$ cat config.mk
export PLATFORM = sky130hd
export DESIGN_NAME = dcache_ctrl_flat
export DESIGN_NICKNAME = d
export VERILOG_FILES = /design/src/rtl/dcache_ctrl_if.sv /design/src/rtl/dcache_ctrl.sv /design/src/flat_wrapper.sv
export SDC_FILE = /design/constraint.sdc
export NUM_CORES = 2
export LEC_CHECK = 0
export BUFFER_PORTS_ARGS = -buffer_cell sky130_fd_sc_hd__buf_2
export CAP_MARGIN = 20
export CORE_MARGIN = 4
export CORE_UTILIZATION = 30
export DETAILED_ROUTE_END_ITERATION = 8
export PLACE_DENSITY = 0.53
export SLEW_MARGIN = 10
export SYNTH_ARGS = -nofsm -noshare
export SYNTH_HDL_FRONTEND = slang
export SYNTH_SLANG_ARGS = --single-unit
$ cat constraint.sdc
create_clock -name clk -period 4.2 [get_ports clk]
set_input_delay 0.42 -clock clk [delete_from_list [all_inputs] [get_ports clk]]
set_output_delay 0.42 -clock clk [all_outputs]
set_load 0.01 [all_outputs]
$ cat src/rtl/dcache_ctrl_if.sv
// Memory-side request/acknowledge bus of the data cache.
// master: cache controller (drives mem_req/mem_we/mem_addr/mem_wdata).
// slave : memory (drives mem_rdata and the one-cycle mem_ack pulse).
interface dcache_ctrl_if #(
    parameter int unsigned ADDR_W = 32,
    parameter int unsigned DATA_W = 32
);
    logic              mem_req;
    logic              mem_we;
    logic [ADDR_W-1:0] mem_addr;
    logic [DATA_W-1:0] mem_wdata;
    logic [DATA_W-1:0] mem_rdata;
    logic              mem_ack;

    modport master (
        output mem_req,
        output mem_we,
        output mem_addr,
        output mem_wdata,
        input  mem_rdata,
        input  mem_ack
    );

    modport slave (
        input  mem_req,
        input  mem_we,
        input  mem_addr,
        input  mem_wdata,
        output mem_rdata,
        output mem_ack
    );
endinterface

$ cat src/rtl/dcache_ctrl.sv
// Direct-mapped, write-through, no-write-allocate data cache controller.
// Ports:
//   clk, reset        : clock, synchronous active-high reset
//   rd_en, wr_en      : load / store request from the MEM stage
//   addr, wr_data     : byte address (bits [1:0] ignored) and store data
//   rd_data           : load data, valid when rd_en=1 and dc_stall=0
//   dc_stall          : combinational pipeline freeze
//   mem               : registered memory request bus (refills and write-through)
module dcache_ctrl #(
    parameter int unsigned ADDR_W     = 32,
    parameter int unsigned DATA_W     = 32,
    parameter int unsigned LINES      = 16,
    parameter int unsigned LINE_WORDS = 4
) (
    input  logic              clk,
    input  logic              reset,
    input  logic              rd_en,
    input  logic              wr_en,
    input  logic [ADDR_W-1:0] addr,
    input  logic [DATA_W-1:0] wr_data,
    output logic [DATA_W-1:0] rd_data,
    output logic              dc_stall,
    dcache_ctrl_if.master     mem
);

    localparam int unsigned OFF_W  = $clog2(LINE_WORDS);
    localparam int unsigned IDX_W  = $clog2(LINES);
    localparam int unsigned WA_W   = ADDR_W - 2;
    localparam int unsigned TAG_W  = WA_W - IDX_W - OFF_W;
    localparam int unsigned LINE_W = WA_W - OFF_W;

    typedef enum logic [1:0] {IDLE, REFILL, WRITE, WDONE} state_t;

    // Arrays: tag/data keep their contents across reset, valid does not
    logic [DATA_W-1:0] data_arr_q [LINES][LINE_WORDS];
    logic [TAG_W-1:0]  tag_arr_q  [LINES];
    logic [LINES-1:0]  valid_q, valid_d;

    state_t            state_q, state_d;
    logic [OFF_W-1:0]  cnt_q, cnt_d;
    logic [WA_W-1:0]   lat_addr_q, lat_addr_d;
    logic [DATA_W-1:0] lat_wdata_q, lat_wdata_d;
    logic              mem_req_q, mem_req_d;
    logic              mem_we_q, mem_we_d;
    logic [ADDR_W-1:0] mem_addr_q, mem_addr_d;
    logic [DATA_W-1:0] mem_wdata_q, mem_wdata_d;

    // Array write port, computed by the FSM
    logic              data_wr_en;
    logic [IDX_W-1:0]  data_wr_idx;
    logic [OFF_W-1:0]  data_wr_off;
    logic [DATA_W-1:0] data_wr_val;
    logic              tag_wr_en;

    // Live request address fields
    logic [WA_W-1:0]   cur_wa;
    logic [OFF_W-1:0]  cur_off;
    logic [IDX_W-1:0]  cur_idx;
    logic [TAG_W-1:0]  cur_tag;
    logic              cur_hit;

    // Latched request address fields
    logic [OFF_W-1:0]  lat_off;
    logic [IDX_W-1:0]  lat_idx;
    logic [TAG_W-1:0]  lat_tag;
    logic [LINE_W-1:0] lat_line;
    logic              lat_hit;
    logic [OFF_W-1:0]  cnt_inc;
    logic              ack_v;
    logic              unused_addr_lsb;

    assign unused_addr_lsb = ^addr[1:0];

    assign cur_wa  = addr[ADDR_W-1:2];
    assign cur_off = cur_wa[0 +: OFF_W];
    assign cur_idx = cur_wa[OFF_W +: IDX_W];
    assign cur_tag = cur_wa[WA_W-1 -: TAG_W];
    assign cur_hit = valid_q[cur_idx] && (tag_arr_q[cur_idx] == cur_tag);

    assign lat_off  = lat_addr_q[0 +: OFF_W];
    assign lat_idx  = lat_addr_q[OFF_W +: IDX_W];
    assign lat_tag  = lat_addr_q[WA_W-1 -: TAG_W];
    assign lat_line = lat_addr_q[WA_W-1 -: LINE_W];
    assign lat_hit  = valid_q[lat_idx] && (tag_arr_q[lat_idx] == lat_tag);

    assign cnt_inc = cnt_q + OFF_W'(1);
    // A stray ack while no request is outstanding is ignored
    assign ack_v   = mem.mem_ack && mem_req_q;

    assign rd_data = data_arr_q[cur_idx][cur_off];

    assign mem.mem_req   = mem_req_q;
    assign mem.mem_we    = mem_we_q;
    assign mem.mem_addr  = mem_addr_q;
    assign mem.mem_wdata = mem_wdata_q;

    // Next-state, memory request and stall logic
    always_comb begin
        state_d     = state_q;
        cnt_d       = cnt_q;
        lat_addr_d  = lat_addr_q;
        lat_wdata_d = lat_wdata_q;
        mem_req_d   = mem_req_q;
        mem_we_d    = mem_we_q;
        mem_addr_d  = mem_addr_q;
        mem_wdata_d = mem_wdata_q;
        valid_d     = valid_q;
        data_wr_en  = 1'b0;
        data_wr_idx = lat_idx;
        data_wr_off = cnt_q;
        data_wr_val = mem.mem_rdata;
        tag_wr_en   = 1'b0;
        dc_stall    = 1'b0;

        case (state_q)
            IDLE: begin
                if (wr_en) begin
                    dc_stall    = 1'b1;
                    lat_addr_d  = cur_wa;
                    lat_wdata_d = wr_data;
                    mem_req_d   = 1'b1;
                    mem_we_d    = 1'b1;
                    mem_addr_d  = {cur_wa, 2'b00};
                    mem_wdata_d = wr_data;
                    state_d     = WRITE;
                end else if (rd_en && !cur_hit) begin
                    dc_stall   = 1'b1;
                    lat_addr_d = cur_wa;
                    cnt_d      = '0;
                    mem_req_d  = 1'b1;
                    mem_we_d   = 1'b0;
                    mem_addr_d = {cur_wa[WA_W-1 -: LINE_W], OFF_W'(0), 2'b00};
                    state_d    = REFILL;
                end
            end
            REFILL: begin
                dc_stall = 1'b1;
                if (ack_v) begin
                    data_wr_en = 1'b1;
                    cnt_d      = cnt_inc;
                    mem_addr_d = {lat_line, cnt_inc, 2'b00};
                    if (cnt_q == OFF_W'(LINE_WORDS - 1)) begin
                        tag_wr_en        = 1'b1;
                        valid_d[lat_idx] = 1'b1;
                        mem_req_d        = 1'b0;
                        cnt_d            = '0;
                        state_d          = IDLE;
                    end
                end
            end
            WRITE: begin
                dc_stall = 1'b1;
                if (ack_v) begin
                    // Write-through; only update the cache if the line is present
                    if (lat_hit) begin
                        data_wr_en  = 1'b1;
                        data_wr_off = lat_off;
                        data_wr_val = lat_wdata_q;
                    end
                    mem_req_d = 1'b0;
                    mem_we_d  = 1'b0;
                    state_d   = WDONE;
                end
            end
            WDONE: begin
                state_d = IDLE;
            end
            default: begin
                state_d = IDLE;
            end
        endcase

        if (reset) begin
            dc_stall = 1'b0;
        end
    end

    // Control state registers
    always_ff @(posedge clk) begin
        if (reset) begin
            state_q     <= IDLE;
            cnt_q       <= '0;
            valid_q     <= '0;
            mem_req_q   <= 1'b0;
            mem_we_q    <= 1'b0;
            mem_addr_q  <= '0;
            mem_wdata_q <= '0;
            lat_addr_q  <= '0;
            lat_wdata_q <= '0;
        end else begin
            state_q     <= state_d;
            cnt_q       <= cnt_d;
            valid_q     <= valid_d;
            mem_req_q   <= mem_req_d;
            mem_we_q    <= mem_we_d;
            mem_addr_q  <= mem_addr_d;
            mem_wdata_q <= mem_wdata_d;
            lat_addr_q  <= lat_addr_d;
            lat_wdata_q <= lat_wdata_d;
        end
    end

    // Tag and data array write ports (not cleared by reset)
    always_ff @(posedge clk) begin
        if (!reset && data_wr_en) begin
            data_arr_q[data_wr_idx][data_wr_off] <= data_wr_val;
        end
        if (!reset && tag_wr_en) begin
            tag_arr_q[lat_idx] <= lat_tag;
        end
    end

endmodule

$ cat src/flat_wrapper.sv
// flat-port wrapper written by rule: the top's interface ports become plain ports
module dcache_ctrl_flat 
#(
    parameter int unsigned ADDR_W     = 32,
    parameter int unsigned DATA_W     = 32,
    parameter int unsigned LINES      = 16,
    parameter int unsigned LINE_WORDS = 4
)
  (clk, reset, rd_en, wr_en, addr, wr_data, rd_data, dc_stall, mem_mem_req, mem_mem_we, mem_mem_addr, mem_mem_wdata, mem_mem_rdata, mem_mem_ack);
  dcache_ctrl_if #(.ADDR_W(ADDR_W), .DATA_W(DATA_W)) mem_i ();
  input  logic clk;
  input  logic reset;
  input  logic rd_en;
  input  logic wr_en;
  input  logic [ADDR_W-1:0] addr;
  input  logic [DATA_W-1:0] wr_data;
  output logic [DATA_W-1:0] rd_data;
  output logic dc_stall;
  output wire logic [$bits(mem_i.mem_req)-1:0] mem_mem_req;
  output wire logic [$bits(mem_i.mem_we)-1:0] mem_mem_we;
  output wire logic [$bits(mem_i.mem_addr)-1:0] mem_mem_addr;
  output wire logic [$bits(mem_i.mem_wdata)-1:0] mem_mem_wdata;
  input wire logic [$bits(mem_i.mem_rdata)-1:0] mem_mem_rdata;
  input wire logic [$bits(mem_i.mem_ack)-1:0] mem_mem_ack;
  assign mem_mem_req = mem_i.mem_req;
  assign mem_mem_we = mem_i.mem_we;
  assign mem_mem_addr = mem_i.mem_addr;
  assign mem_mem_wdata = mem_i.mem_wdata;
  assign mem_i.mem_rdata = mem_mem_rdata;
  assign mem_i.mem_ack = mem_mem_ack;
  dcache_ctrl #(.ADDR_W(ADDR_W), .DATA_W(DATA_W), .LINES(LINES), .LINE_WORDS(LINE_WORDS)) u_core (.clk(clk), .reset(reset), .rd_en(rd_en), .wr_en(wr_en), .addr(addr), .wr_data(wr_data), .rd_data(rd_data), .dc_stall(dc_stall), .mem(mem_i));
endmodule
==> impl_metrics.toml <==
[logic_synthesis]
synth.top_cells.by_count = "edfxtp_1 (2432), mux4_2 (859), mux2i_1 (163)"
synth-seq-cells = 2550
netlist_area_sq_um = 102000
ys_seq_area_share_pct = 74.2
synthDistinctLibCells = 65
synth_top_area_cell = "edfxtp_1"
post-synth-top-count-cell = "edfxtp_1"
netlist.area_leader.share_pct = 71.9
avgSynthCellArea_sq_um = 22.5
yosysWarnings = 0
ys_top_cells_by_area = "edfxtp_1 (72%), mux4_2 (19%), dfxtp_1 (2.3%)"
synthArstFlopShare_pct = 0
synth-edff-count = 2432
synthFlopType = "edfxtp_1"
synthCells = 4516

[floorplanning]
start_util_pct = 30.2
core_sq_um = 337000
ioPinCount = 200
die_w_um = 590
die_h_um = 590
die_area_sq_um = 348000
row_count = 213

[sta]
fmax_mhz = 216
tightestPinTransition_ns = 0.995
post-route-period-util_pct = 110
rsz0062_at_grt = "yes"
setup_viol = 4097
period_needed_ns = 4.63
setup_ws_ns = -0.433
maxSlewViolCount = 0
slew_headroom_pct = 33.7
hold_viol = 0
clock_skew_ns = 0.0495
whs_ns = 0.147

[placed_design]
hpwlAfterDp_um = 174000
placed_cell_area_sq_um = 113000
place_inst = 9328
place_congestion = 0.806
io_buffers = 195
dp_worst_setup_slack_ns = -0.927

[clock_tree]
clock_path_buffers = 4
clk_pin_slew_ns = 0.06
cts_num_sinks = 2550
cts.htree.levels = 5
cts_root_buf = "clkbuf_16"
clkLatencyLatePin_ns = 0.88
cts_made_buffers = 286
cts_tree = "yes"

[cells_and_area]
post-route-util_pct = 37.0
drive_above_1_share_pct = 37.5
fin_cells = 10000
n_fill_cell = 30600
stdcell_area_sq_um = 125000
syn_to_final_growth_pct = 22.7
finalNetCount = 5360

[power_and_ir_drop]
internal_power_mw = 45.3
power_switching_share_pct = 23.8
power_frac_seq_pct = 48.2
clockPowerShare_pct = 40.9
combPwrFrac_pct = 10.9
power_density_nw_per_um2 = 477
ir_drop_mv = 0.355
switchingPower_mw = 14.1
p_leak_nw = 39.6

[status]
violations = "setup timing"
status = "complete, but fails checks"

[setup_path]
cp.required_ns = 4.79
crit_path_end_kind = "register"
cpMaxStageDelayCell = "mux4_2"
crit_path_max_fanout = 14
worstPathArrival_ns = 5.22
max_stage_delay_ns = 0.52
path_cells = "buf_12, bufbuf_16, mux4_2, mux4_2, xnor2_2, nand4_1, nor4_4, buf_4, o2111a_4, buf_16, buf_8, mux2i_4, buf_6, buf_12, nor2_4, buf_12, buf_12"
crit_top_cell = "buf_12"
cp-start-kind = "register"
crit_type = "reg -> reg"

[job]
cap_violations = 0

[routing]
ant_nets = 0
drt_iter0_markers = 5259
via_count = 51000
wl_per_cell_um = 29.4
drc = 0
drt_pass1_iterations = 5
viasPerCell = 5.10
wirelength_um = 294000

[global_route]
grt_pass1_wl_um = 405000
first_global_vias = 52900
grt_max_degree = 93
groute.usage.overall_pct = 16.2
antenna_found_initial = 14
grt_overflow_total = 0

[worst_hold_path]
hp-class = "in -> reg"
-- power by group through the flow --
| stage | clock network [mW] | registers [mW] | logic, mW |
|---|---|---|---|
| 4_1_cts | 24.9 | 28.7 | 6.40 |
| 6_report | 24.3 | 28.7 | 6.47 |
| 3_5_place_dp | 0 | 29.2 | 6.10 |
| 2_1_floorplan | 0 | 29.3 | 3.38 |
| 3_3_place_gp | 0 | 29.2 | 6.04 |
| 5_1_grt | 26.0 | 28.7 | 6.87 |
-- layer usage --
layer / global-route usage [%] / vias to the layer above / part of all wire [%]
li1: - / 20800 / -
met1: 22.3 / 28000 / 42
met2: 26.7 / 1848 / 49
met3: 2.39 / 399 / 6.2
met4: 4.41 / 2 / 2.9
met5: 0 / - / 0.0044
-- worst paths after layout --
path	from	to	slack (ns)	cells past startpoint
min reg2reg	u_core.lat_wdata_q[15]	u_core.lat_wdata_q[15]	0.47	2
max	register	u_core.data_arr_q[10][47]	-0.43	17
min	mem_mem_rdata[12]	u_core.data_arr_q[10][76]	0.15	3
max reg2reg	register	u_core.data_arr_q[10][47]	-0.43	17
-- flip-flops by register name, indices dropped and copies added, names as in the netlist, named ones only --
signal               count
u_core.valid_q          16
u_core.lat_addr_q       30
u_core.cnt_q             2
u_core.mem.mem_we        1
u_core.data_arr_q     2048
u_core.tag_arr_q       384
u_core.mem.mem_addr     30
u_core.lat_wdata_q      32
u_core.mem.mem_req       1
u_core.state_q           2
-- critical path, delay by kind of cell (launching register included) --
family	cells	cell delay, ns
DFF	1	0.38
AOI/OAI and AO/OA	1	0.23
xor gates and xnor gates	1	0.20
muxes	3	1.26
and+or+nand+nor	3	0.78
buffers and inverters	9	1.44
-- layout by cell type, fill, tap and decap left out, types with 76 or more instances in the layout --
cell type	instances
buf_12	221
a21oi_1	76
dfxtp_1	114
edfxtp_1	2432
mux4_2	859
nor2_4	81
mux2i_1	162
buf_4	179
dlygate4sd3_1	82
clkbuf_16	318
buf_2	189
nand2_1	158
-- final cells by class --
cell class / instances / area, sq um / share of cell area (%)
sequential: 2550 / 75400 / 60.5
multi-input combinational: 1676 / 25700 / 20.6
timing repair buffer: 725 / 8750 / 7.02
clock buffer: 366 / 7650 / 6.14
tap: 4515 / 5650 / 4.53
clock inverter: 149 / 1430 / 1.14
inverter: 15 / 63.8 / 0.0512
antenna: 4 / 10.0 / 0.00803
-- metrics by stage --
step / power (mW) / setup TNS, ns
after floorplan: 32.7 / -812.82
after global placement: 35.2 / -3130.88
after detailed placement: 35.3 / -2882.56
after CTS: 60.0 / -989.78
after global routing: 61.6 / -1491.50
final: 59.5 / -1209.79
-- logic make-up (layout without fill, tap and decap cells) --
| group | Yosys count | after routing | share of synthesized area (%) |
|---|---|---|---|
| AND/OR/NAND/NOR | 343 | 343 | 1.49 |
| flip-flops | 2550 | 2550 | 74.2 |
| other | 1 | 6 | 0.00369 |
| AO/OA/AOI/OAI | 202 | 202 | 1.29 |
| XOR/XNOR | 56 | 56 | 0.483 |
| multiplexers | 1068 | 1068 | 21.2 |
| buffers and inverters | 291 | 1255 | 1.30 |
| adder cells (fa/ha/maj) | 5 | 5 | 0.0616 |
-- what timing repair did --
| action | 4_1_cts | 5_1_grt |
|---|---|---|
| resized for setup | 47 | 32 |
| setup endpoints to repair | 4098 | 4107 |
| buffers inserted | 19 | 20 |
| hold buffers | 82 | 0 |
| hold endpoints to repair | 67 | 0 |
| gates cloned | 6 | 28 |
| pin swaps | 9 | 8 |
Power figures use the tool's default switching activity.
